--- src/rtl/scram_tx_sequencer.sv ---
// Transmit sequencer in front of a 64b unrolled scrambler: forces idle blocks
// after reset, fills idle when the user has no data, and opens periodic gearbox
// gap cycles. A word accepted in cycle N appears on blk_out in cycle N+1; the
// block has no backpressure input, and the user is held off only by tx_ready
// during INIT, reset and gap cycles.
//
// Ports:
//   clk, sclr              clock and synchronous active-high reset
//   tx_data/ctrl/valid     user block stream; tx_ready is combinational
//   scram_arst/ena/din     drive the external scrambler (all combinational)
//   scram_dout             scrambler's registered output
//   blk_out/blk_valid      66-bit block {scrambled payload, header} to the gearbox
//   idle_ins               pulse: an idle block was inserted while in RUN
module scram_tx_sequencer #(
  parameter int                    DATA_WIDTH = 64,
  parameter int                    INIT_IDLES = 16,
  parameter int                    GAP_PERIOD = 33,
  parameter logic [DATA_WIDTH-1:0] IDLE_WORD  = DATA_WIDTH'(64'h0000_0000_0000_001e)
) (
  input  logic                  clk,
  input  logic                  sclr,
  input  logic [DATA_WIDTH-1:0] tx_data,
  input  logic                  tx_ctrl,
  input  logic                  tx_valid,
  output logic                  tx_ready,
  output logic                  scram_arst,
  output logic                  scram_ena,
  output logic [DATA_WIDTH-1:0] scram_din,
  input  logic [DATA_WIDTH-1:0] scram_dout,
  output logic [DATA_WIDTH+1:0] blk_out,
  output logic                  blk_valid,
  output logic                  idle_ins
);

  typedef enum logic {
    ST_INIT = 1'b0,
    ST_RUN  = 1'b1
  } state_t;

  localparam logic [15:0] INIT_LAST = 16'(INIT_IDLES - 1);
  // When gaps are disabled GAP_LAST is never compared (GAP_EN gates it).
  localparam logic [15:0] GAP_LAST  = 16'(GAP_PERIOD - 1);
  localparam bit          GAP_EN    = (GAP_PERIOD != 0);

  localparam logic [1:0] HDR_CTRL = 2'b10;
  localparam logic [1:0] HDR_DATA = 2'b01;

  state_t      state, state_nxt;
  logic [15:0] init_cnt, init_nxt;
  logic [15:0] gap_cnt, gap_nxt;
  logic [1:0]  hdr_q, hdr_nxt;
  logic        idle_nxt;
  logic        gap_now;

  always_comb begin
    state_nxt = state;
    init_nxt  = init_cnt;
    gap_nxt   = gap_cnt;
    gap_now   = 1'b0;
    tx_ready  = 1'b0;
    scram_ena = 1'b0;
    scram_din = IDLE_WORD;
    hdr_nxt   = HDR_CTRL;
    idle_nxt  = 1'b0;

    case (state)
      ST_INIT: begin
        // Forced idles are not counted as insertions on idle_ins.
        scram_ena = 1'b1;
        init_nxt  = init_cnt + 16'd1;
        if (init_cnt == INIT_LAST) begin
          state_nxt = ST_RUN;
          init_nxt  = '0;
        end
      end
      ST_RUN: begin
        gap_now = GAP_EN && (gap_cnt == GAP_LAST);
        if (GAP_EN) begin
          gap_nxt = gap_now ? 16'd0 : gap_cnt + 16'd1;
        end
        tx_ready  = !gap_now;
        scram_ena = !gap_now;
        if (!gap_now) begin
          if (tx_valid) begin
            scram_din = tx_data;
            hdr_nxt   = tx_ctrl ? HDR_CTRL : HDR_DATA;
          end else begin
            idle_nxt = 1'b1;
          end
        end
      end
      default: state_nxt = ST_INIT;
    endcase

    // Reset wins over everything: nothing accepted, scrambler frozen while it reseeds.
    if (sclr) begin
      tx_ready  = 1'b0;
      scram_ena = 1'b0;
      idle_nxt  = 1'b0;
    end
  end

  always_ff @(posedge clk) begin
    if (sclr) begin
      state     <= ST_INIT;
      init_cnt  <= '0;
      gap_cnt   <= '0;
      hdr_q     <= 2'b00;
      blk_valid <= 1'b0;
      idle_ins  <= 1'b0;
    end else begin
      state     <= state_nxt;
      init_cnt  <= init_nxt;
      gap_cnt   <= gap_nxt;
      // Header bypasses the scrambler; registering it here lines it up with
      // the scrambler's one-cycle output register.
      if (scram_ena) begin
        hdr_q <= hdr_nxt;
      end
      blk_valid <= scram_ena;
      idle_ins  <= idle_nxt;
    end
  end

  assign scram_arst = sclr;
  assign blk_out    = {scram_dout, hdr_q};

endmodule

--- config.mk ---
export PLATFORM = sky130hd
export DESIGN_NAME = scram_tx_sequencer
export DESIGN_NICKNAME = d
export VERILOG_FILES = /design/src/rtl/scram_tx_sequencer.sv
export SDC_FILE = /design/constraint.sdc
export NUM_CORES = 1
export LEC_CHECK = 0
export ABC_AREA = 1
export ABC_CLOCK_PERIOD_IN_PS = 1250
export CAP_MARGIN = 0
export CORE_AREA = 2 2 117 96
export CTS_CLUSTER_SIZE = 30
export DETAILED_ROUTE_END_ITERATION = 8
export DIE_AREA = 0 0 119 98
export MAX_ROUTING_LAYER = met4
export PLACE_DENSITY = 0.78
export SLEW_MARGIN = 20
export SYNTH_ARGS = -nofsm -noshare
export SYNTH_HDL_FRONTEND = slang
export SYNTH_SLANG_ARGS = --single-unit
--- constraint.sdc ---
create_clock -name clk -period 1.25 [get_ports clk]
set_input_delay 0.125 -clock clk [delete_from_list [all_inputs] [get_ports clk]]
set_output_delay 0.125 -clock clk [all_outputs]
set_load 0.02 [all_outputs]
== After elaboration in Yosys (flattened, before gate mapping) ==
Cells that the tools add are included.

* Bits in registers: 37

* Add/subtract/negate cells: 2
* Equal/unequal tests: 2
* Muxes and demuxes: 16
* Bitwise operators: 1
* Reduce and logical (&&, ||, !) cells: 2

{| class="wikitable"
|+ Operators with widths
! kind !! count
|-
| $mux 64 || 3
|-
| $add 16x1->16 const B || 2
|-
| $mux 16 || 2
|-
| $eq 16x4->1 const B || 1
|-
| $eq 16x6->1 const B || 1
|-
| $mux 2 || 4
|-
| $mux 1 || 6
|-
| $reduce_or 3->1 || 1
|-
| $pmux 1 s2 || 1
|-
| $logic_not 1->1 || 1
|-
| $not 1->1 || 1
|}

== Longest topological paths before layout ==
* Word-level depth: 4
* Depth in mapped cells: 9
* Gate-level depth less buffers: 9

== Worst setup path after synthesis ==
Ideal clock, no wire load.

* Kind: reg-to-output
* From: reg gap_cnt[0]
* To: out scram_din[0]
* Arrival: 1.384 ns
* Slack: -0.259 ns
* Stages on the path, launching flop included: 9
* Cells stage by stage: dfxtp_1 inv_1 ha_1 nand3_1 nor2_1 nand2_2 nand3_4 buf_6 nor2_1

* Word-level cells in the longest chain between the ends: 3

{| class="wikitable"
|+ Ends and longest elaborated chain
! what !! RTL line !! RTL
|-
| start, declared || 50 || <nowiki>logic [15:0] gap_cnt, gap_nxt;</nowiki>
|-
| start signal, assigned || 114 || <nowiki>gap_cnt <= gap_nxt;</nowiki>
|-
| $eq 16x6->1 || 77 || <nowiki>gap_now = GAP_EN && (gap_cnt == GAP_LAST);</nowiki>
|-
| $mux 64 || 83 || <nowiki>if (!gap_now) begin</nowiki>
|-
| $mux 64 || 66 || <nowiki>case (state)</nowiki>
|-
| end, declared || 28 || <nowiki>output logic [DATA_WIDTH-1:0] scram_din,</nowiki>
|}

Every way passes these cells.

== Worst setup path in the final report ==
* From: reg gap_cnt[1]
* To: out scram_din[31]

The elaborated chain is that of the path after synthesis.

==> qor.csv <==
stage;metric;value;unit
run;MaxCap Viol Count;0;
global_route;vias in the first global route;3518;
detailed_routing;WL met3;1.11;mm
detailed_routing;Post-Route WL;12.4;mm
min_path;Worst Hold Class;primary input to output pin;
setup_path;Worst setup SP type;flip-flop;
sta;Fin Hold WS;250;ps
detailed_routing;Final ANT Viol Nets;0;
clock_network;clock buffer depth;2;
synth;Mapped Nets;630;
placement;hpwl dp;8.43;mm
detailed_routing;Initial DRC Count;157;
detailed_routing;vias per cell;4.59;
synth;top cell type's share of synthesized area;24.7;%
sta;Setup WS post-layout;-593;ps
power;sequential share of power;41.5;%
sta;Worst-Margin Slew;395;ps
sta;Fmax achieved;543;MHz
detailed_routing;M1 wire length;4.66;mm
power;switch share;23.0;%
run_status;status;complete, but fails checks;
clock_network;Worst-Skew Late Latency;280;ps
power;Pwr Total;0.00290;W
clock_network;clock slew at reported path FFs;50;ps
die;Die Y-Extent;98;um
sta;fin crit share;147;%
min_path;Hold Startpoint;scram_dout[19];
clock_network;hold_buf cts;0;
power;Internal;0.00223;W
synth;Synthesis Warnings;0;
detailed_routing;uppermost layer routed;met4;
die;Die Area;0.0117;mm2
power;Clk network pwr share;42.6;%
sta;Tmin final;1840;ps
power;leak pwr;2.59;nW
setup_path;Worst Path Class, Setup;flip-flop to output pin;
global_route;All-Layer GR Usage;20.1;%
synth;Synth Area in Compound Gates;2.51;%
finish;area delta synth->final;97.8;%
setup_path;Critical Path AT;1720;ps
global_route;first-pass GRT wire length;18.1;mm
sta;Setup Skew;5.14;ps
sta;RSZ-0062 raised after global routing;true;
power;Comb pwr share;15.9;%
finish;fraction of layout cells with a size suffix above 1;49.3;%
die;FP Rows;34;
clock_network;# clock sinks;37;
clock_network;CTS H-tree lvls;2;
detailed_routing;Vias;3604;
synth;post-synthesis cell count;495;
synth;sequential share of the synthesized area;24.7;%
synth;largest family of logic cells by synthesized area;simple AND/OR/NAND/NOR gates;
run_status;violated checks;setup timing;
synth;Netlist cell types;29;
synth;mux cell area share after synthesis;0;%
synth;Yosys top cell by area;dfxtp_1;
synth;post-synthesis adder-cell area fraction;1.25;%
power;Sw Pwr;0.000666;W
synth;synthesized cell area;0.00299;mm2
finish;nets;776;
global_route;aggregate global routing overflow;0;
clock_network;CTS tree;done;
finish;FILL cells;834;
setup_path;CP Capture Type;output pin;
placement;IO Port Bufs;138;
sta;fin. max-slew vios;0;
synth;simple logic cell fraction of the synthesized area;37.5;%
synth;EDFF count, synth;0;
detailed_routing;Routed wire per std cell;15.7;um
synth;Mean Syn Cell Area;6.05;um2
die;chip width;119;um
die;I/O pin count;267;
setup_path;CP required;1120;ps
setup_path;crit path from;gap_cnt[1]$_SDFFE_PP0P_;
sta;Fin. Hold Viols;0;
synth;Post-synth ARST share;0;%
detailed_routing;DRC viols;0;
sta;Slew HR;73.6;%
synth;Post-synth top flop;dfxtp_1;
power;VDD IR-drop max;0.000453;V
clock_network;Root Driver;clkbuf_16;
synth;synthesized flop and latch total;37;
setup_path;reg-to-reg startpoint;gap_cnt[1]$_SDFFE_PP0P_;
die;Initial Util;28.3;%
clock_network;Num CTS Buffers;5;
synth;XOR/XNOR share of the synthesized area;3.22;%
sta;Setup Viol. Count Final;98;
synth;top cells by area in the synthesized netlist;dfxtp_1, nor2_1, buf_4, inv_1, nand2_1;
global_route;largest net degree at the start of global routing;15;
finish;diodes inserted;0;
die;core area;0.0106;mm2
global_route;initial antenna violation count;0;
detailed_routing;DRT Pass-1 Iters;4;
detailed_routing;met2 routed WL;6.30;mm
placement;routability cong.;0.909;
power;pwr dens;490;mW/mm2
setup_path;crit-path max FO;5;
synthesized netlist by cell type (all sizes together) (2+ instances only):
library cell and count:
a21oi 6, a31oi 2, buf 75, dfxtp 37, ha 3, inv 91, nand2 72, nand3 31
nand4 5, nor2 138, nor3 10, nor3b 3, o21ai 2, o21bai 3, or2 4, xnor2 2
xor2 9
through the flow:
step | setup TNS [ps] | setup WS [ps] | utilization [%] | instances | instance area, um2
floorplan | -9290 | -169 | - | 495 | 3520
CTS | -39310 | -586 | 52.8 | 778 | 5590
detailed placement | -51710 | -781 | 46.1 | 755 | 4880
finish | -41780 | -593 | 55.9 | 785 | 5920
global route | -48700 | -662 | 55.9 | 785 | 5920
global placement | -48780 | -761 | 46.1 | 755 | 4880
worst paths after layout:
kind                                                 end  slack [ps]  depth (start not counted)
worst min register to register     hdr_q[0]$_SDFFE_PP0P_         470                          2
worst min-delay path                         blk_out[21]         250                          0
worst max-delay path                       scram_din[31]        -590                          9
worst max register to register  gap_cnt[15]$_SDFFE_PP0P_        -410                         12
cells by family (layout without fill, tap and decap cells):
family,count (synthesis),after routing
buffers and inverters,167,311
AO/OA/AOI/OAI,13,13
XOR/XNOR,11,11
adder cells (fa/ha/maj),3,3
AND/OR/NAND/NOR,264,266
flip-flops,37,37
power groups by stage:
stage                     Sequential (W)  Combinational [W]  Clock (W)
after floorplan                  0.00123           0.000442          0
after global placement           0.00123           0.000416          0
after detailed placement         0.00123           0.000422          0
after CTS                        0.00120           0.000432    0.00126
after global routing             0.00120           0.000492    0.00134
final                            0.00120           0.000462    0.00124
cell type report:
type,count,area [um2],share of cell area (%)
tap,144,180,3.04
multi-input combinational,293,2210,37.4
clock buffer,7,143,2.41
sequential,37,771,13.0
inverter,91,344,5.81
timing repair buffer,213,2270,38.4
metal layers:
layer | up-vias | GRT usage (%)
met5 | - | -
met4 | 0 | 5.77
met3 | 27 | 6.78
met2 | 203 | 34.6
met1 | 1666 | 22.2
li1 | 1708 | -
sequential cells by signal, summed over array words and instances, names as in the netlist:
name,count
blk_valid,1
hdr_q,2
state,1
idle_ins,1
gap_cnt,16
init_cnt,16
what timing repair did:
item                                    in CTS  in global routing
setup buffers                               14                 10
resized for setup                          498                 76
endpoints found under the setup margin      99                104
endpoints found under the hold margin        0                  0
gates cloned                                 4                  0
pin swaps                                   27                 35
cell usage in the layout, fill, tap and decap left out, drive strengths merged:
master | Yosys | routed
inv | 91 | 91
xnor2 | 2 | 2
clkdlybuf4s15 | 0 | 1
dfxtp | 37 | 37
nand4 | 5 | 5
xor2 | 9 | 9
ha | 3 | 3
nor3 | 10 | 10
nand3 | 31 | 33
dlygate4sd2 | 0 | 4
nor3b | 3 | 3
a31oi | 2 | 2
buf | 75 | 141
o21bai | 3 | 3
clkbuf | 1 | 7
o21ai | 2 | 2
a21oi | 6 | 6
dlymetal6s2s | 0 | 1
nor2 | 138 | 138
or2 | 4 | 4
clkdlybuf4s50 | 0 | 66
nand2 | 72 | 72
nand3b | 1 | 1
worst max-delay path, cell delays in order (launching register included):
cell	delay [ps]
dfxtp_2	350
inv_2	50
ha_4	160
nand3_4	60
nor2_4	50
nand2_4	110
nand3_4	190
buf_8	230
nor2_4	110
buf_6	120
No activity file was read; power rests on OpenSTA's default activity.
==> edit 1: new RTL, same flow settings <==
`DATA_WIDTH`: 64 -> 60.
--- a/src/rtl/scram_tx_sequencer.sv
+++ b/src/rtl/scram_tx_sequencer.sv
@@ -13,5 +13,5 @@
 //   idle_ins               pulse: an idle block was inserted while in RUN
 module scram_tx_sequencer #(
-  parameter int                    DATA_WIDTH = 64,
+  parameter int                    DATA_WIDTH = 60,
   parameter int                    INIT_IDLES = 16,
   parameter int                    GAP_PERIOD = 33,
Ports: changed (resized blk_out, scram_din, scram_dout and tx_data); port bits go from 267 to 251. No check against the original RTL was run, so the function may have changed too.
==> edit 1 against the unedited design <==
  * Total power decreased by 0.76%
  * First-iteration DRC count increased by 21%
  * Fmax decreased by 6.2%
  * Largest cell class unchanged
  * Sequential cell count unchanged
  * The run still ends with setup timing left
  * Setup slack got worse by 0.12 ns
  * Highest routed layer unchanged
  * Cell area decreased by 0.61%
  * Wire length increased by 9.9%
  * Sequential share of layout area decreased by 0.11 points
  * Area after synthesis decreased by 2.1%
==> edit 1: results (changes against the unedited design) <==
share of cells above drive strength 1 50.7% (was 49.3%); actual slew at the worst max-slew pin 0.309 ns (was 0.395 ns); via count 3,677 (was 3,604); Async SR Flop Fraction 0% (unchanged); worst clock skew 0.00931 ns (was 0.00514 ns); dpl cell area 4550 um2 (was 4880 um2); Reg clk slew, reported paths 0.06 ns; DRT iter0 DRCs 190 (was 157); Clock Latency Late Sink 0.28 ns (about the same); met1 Use GR 23.1% (was 22.2%); Synthesized Nets 609 (was 630); TritonCTS buffer count 5 (unchanged); Worst Hold Class in2out (unchanged); leakage 0.00261 uW (was 0.00259 uW); initial antenna violation count 5 (was 0); vias in the first global route 3,571 (was 3,518); FILL cells 851 (was 834); top_reg_cell synth dfxtp_1 (unchanged); # setup viols final 96 (was 98); YS warnings 0 (unchanged); final WL 13,600 um (was 12,400 um); post-synth cell types 28 (was 29); status finished with violations (unchanged); maxcap violations 0 (unchanged); Final Wtd Congestion 0.860 (was 0.909); clock root buffer clkbuf_16 (unchanged); DRT Pass-1 Iters 4 (unchanged); IO Port Bufs 130 (was 138); GRT Overall Usage 21.2% (was 20.1%); global-route wire length before repair 19,000 um (was 18,100 um); met2 Usage GRT 34.3% (was 34.6%); crit path DAT 1.84 ns (was 1.72 ns); Post-synth top cells nor2_1, inv_1, buf_4, nand2_1, dfxtp_1 (was nor2_1, inv_1, nand2_1, buf_4, dfxtp_1); Setup WS post-layout -0.714 ns (was -0.593 ns); top area cells in the synthesized netlist dfxtp_1, buf_4, nor2_1 (was dfxtp_1, nor2_1, buf_4); H-tree depth 2 (unchanged); Seq/Total Area, Yosys 25.3% (was 24.7%); Nets 775 (was 776); VDD IR max 0.000573 V (was 0.000453 V); pin count of the biggest net entering global routing 13 (was 15); Max clock buf depth 2 (unchanged); largest registers gap_cnt: 16 flops, init_cnt: 16 flops, hdr_q: 2 flops (unchanged); DP HPWL 8410 um (was 8430 um); CP Max Fanout 7 (was 5); grt met3 use 8.70% (was 6.78%); failing checks setup timing (unchanged)
## edit 1: worst max-delay path, stage by stage, from the launching register on
cell,delay [ns]
dfxtp_2,0.35
inv_2,0.06
ha_4,0.17
nand3_4,0.06
nor2_4,0.05
nand2_4,0.08
nand3_4,0.12
buf_6,0.16
buf_16,0.14
buf_12,0.13
nor2_4,0.09
buf_6,0.13
## edit 1: routing by layer
layer	vias up	wire (um)
met2	209	6740
met3	38	1240
li1	1714	-
met5	-	0
met4	0	530
met1	1716	5070
## edit 1: cell families after synthesis
logic type      count (synthesis)  share of synthesized area [%]
simple gates                  261                           38.6
buf+inv                       158                           29.2
flops                          37                           25.3
compound gates                 12                           2.26
xor+xnor                       11                           3.29
fa+ha+maj                       3                           1.28
## edit 1: cell type report
type	count	area, um2	area share [%]
clock inverter	2	10.0	0.170
sequential	37	759	12.9
antenna	5	12.5	0.213
timing repair buffer	230	2350	39.9
clock buffer	6	129	2.19
tap	144	180	3.06
inverter	86	325	5.53
multi-input combinational	288	2120	36.1
## edit 1: what timing repair did
action / in CTS / in global routing
cloned: 3 / 1
setup buffers: 35 / 19
setup endpoints to repair: 94 / 98
gates resized for setup: 457 / 85
endpoints found under the hold margin: 0 / 0
pin swaps: 34 / 26
## edit 1: power by group
group / switching, uW / internal [uW] / leakage [uW]
Clock: 508 / 733 / 0.0000706
Combinational: 189 / 247 / 0.00223
Sequential: 9.91 / 1190 / 0.000306
Total: 707 / 2170 / 0.00261
## edit 1: metrics by stage
| step | utilization (%) | TNS, ns | cells | total power [uW] | worst slack [ns] |
|---|---|---|---|---|---|
| finish | 55.6 | -44.86 | 798 | 2880 | -0.714 |
| global route | 55.6 | -50.40 | 798 | 2970 | -0.781 |
| global placement | 43.0 | -41.78 | 734 | 1600 | -0.687 |
| CTS | 51.4 | -37.87 | 780 | 2830 | -0.673 |
| detailed placement | 43.0 | -43.97 | 734 | 1610 | -0.727 |
| floorplan | - | -4.38 | 482 | 1630 | -0.0976 |
## edit 1: path summary, 6_finish.rpt
check             slack (ns)  cells past startpoint                        to                    start
hold / removal          0.25                      0                blk_out[2]            scram_dout[0]
setup reg to reg       -0.32                     11  gap_cnt[14]$_SDFFE_PP0P_  gap_cnt[0]$_SDFFE_PP0P_
setup / recovery       -0.71                     11             scram_din[20]  gap_cnt[0]$_SDFFE_PP0P_
hold reg to reg         0.50                      2     hdr_q[0]$_SDFFE_PP0P_    hdr_q[0]$_SDFFE_PP0P_
==> edit 2: new RTL, same flow settings <==
Made on the original files. Compare `gap_cnt` against `GAP_LAST` with >= in place of ==.
--- a/src/rtl/scram_tx_sequencer.sv
+++ b/src/rtl/scram_tx_sequencer.sv
@@ -75,5 +75,5 @@
       end
       ST_RUN: begin
-        gap_now = GAP_EN && (gap_cnt == GAP_LAST);
+        gap_now = GAP_EN && (gap_cnt >= GAP_LAST);
         if (GAP_EN) begin
           gap_nxt = gap_now ? 16'd0 : gap_cnt + 16'd1;
Behaviour: no difference found for any inputs over 10 cycles, from zero or initial values; that may be too few to reach the edited logic, so the function may still have changed.
==> edit 2 against the unedited design <==
  * The flow still finishes with violations (setup timing)
  * Die area did not move
  * Sequential cell count did not move
  * Count of clock-buffer cells in the layout fell by 1
  * Via count fell by 12%
  * Utilization fell by 7.2 points
  * Critical path type unchanged
  * Setup slack got worse by 0.0087 ns
  * Total power barely moved
  * Area after synthesis fell by 5.7%
  * First-iteration DRC count rose by 1.9%
  * Combinational power fell by 2%
  * Cell area fell by 13%
  * Largest power group unchanged
  * Global-route usage fell by 0.87 points
  * Highest routed layer unchanged
  * Critical path depth rose by 1
  * Wire length fell by 8.3%
==> edit 2: results (changes against the unedited design) <==
status finished with violations (unchanged); failing checks setup timing (unchanged); met1 Use GR 19.7% (was 22.2%); slowest stage cell, crit path dfxtp_1 (was dfxtp_2); number of non-clock buffers 185 (was 213); # setup viols final 75 (was 98); DP HPWL 8650 um (was 8430 um); pin count of the biggest net entering global routing 23 (was 15); Post-synth top cells nor2_1, inv_1, buf_4, nand2_1, dfxtp_1 (was nor2_1, inv_1, nand2_1, buf_4, dfxtp_1); DRT Pass-1 Iters 6 (was 4); Non-clk invs 100 (was 91); clk cell area share 2.69% (was 2.41%); WL met2 6070 um (was 6300 um); Gate power share 15.7% (was 15.9%); initial antenna violation count 4 (was 0); share of cells above drive strength 1 41.0% (was 49.3%); multi-input gate area in the final layout 1730 um2 (was 2210 um2); Compound-Gate Fraction of Synth Area 3.28% (was 2.51%); Nets 709 (was 776); Inst Count DP 697 (was 755); vias in the first global route 3,134 (was 3,518); met2 Usage GRT 33.5% (was 34.6%); Setup WS post-layout -0.602 ns (was -0.593 ns); CP max stage delay 0.31 ns (was 0.35 ns); Routed met3 length 827 um (was 1110 um); global-route wire length before repair 16,900 um (was 18,100 um); Synthesized Nets 596 (was 630); VDD IR max 0.000443 V (was 0.000453 V)
## edit 2: path summary, 6_finish.rpt
| kind | startpoint | to | slack (ns) | depth (start not counted) |
|---|---|---|---|---|
| max | gap_cnt[10]$_SDFFE_PP0P_ | scram_din[9] | -0.60 | 10 |
| min | scram_dout[13] | blk_out[15] | 0.25 | 0 |
| max reg2reg | gap_cnt[10]$_SDFFE_PP0P_ | hdr_q[1]$_SDFFE_PP0P_ | -0.19 | 9 |
| min reg2reg | gap_cnt[15]$_SDFFE_PP0P_ | gap_cnt[15]$_SDFFE_PP0P_ | 0.44 | 2 |
## edit 2: stage by stage
step | setup WS [ns] | cell area, um2 | TNS (ns)
3_5_place_dp | -0.817 | 4510 | -50.26
4_1_cts | -0.596 | 4970 | -37.68
6_report | -0.602 | 5160 | -38.11
5_1_grt | -0.715 | 5160 | -47.16
2_1_floorplan | -0.157 | 3290 | -9.41
3_3_place_gp | -0.809 | 4510 | -49.68
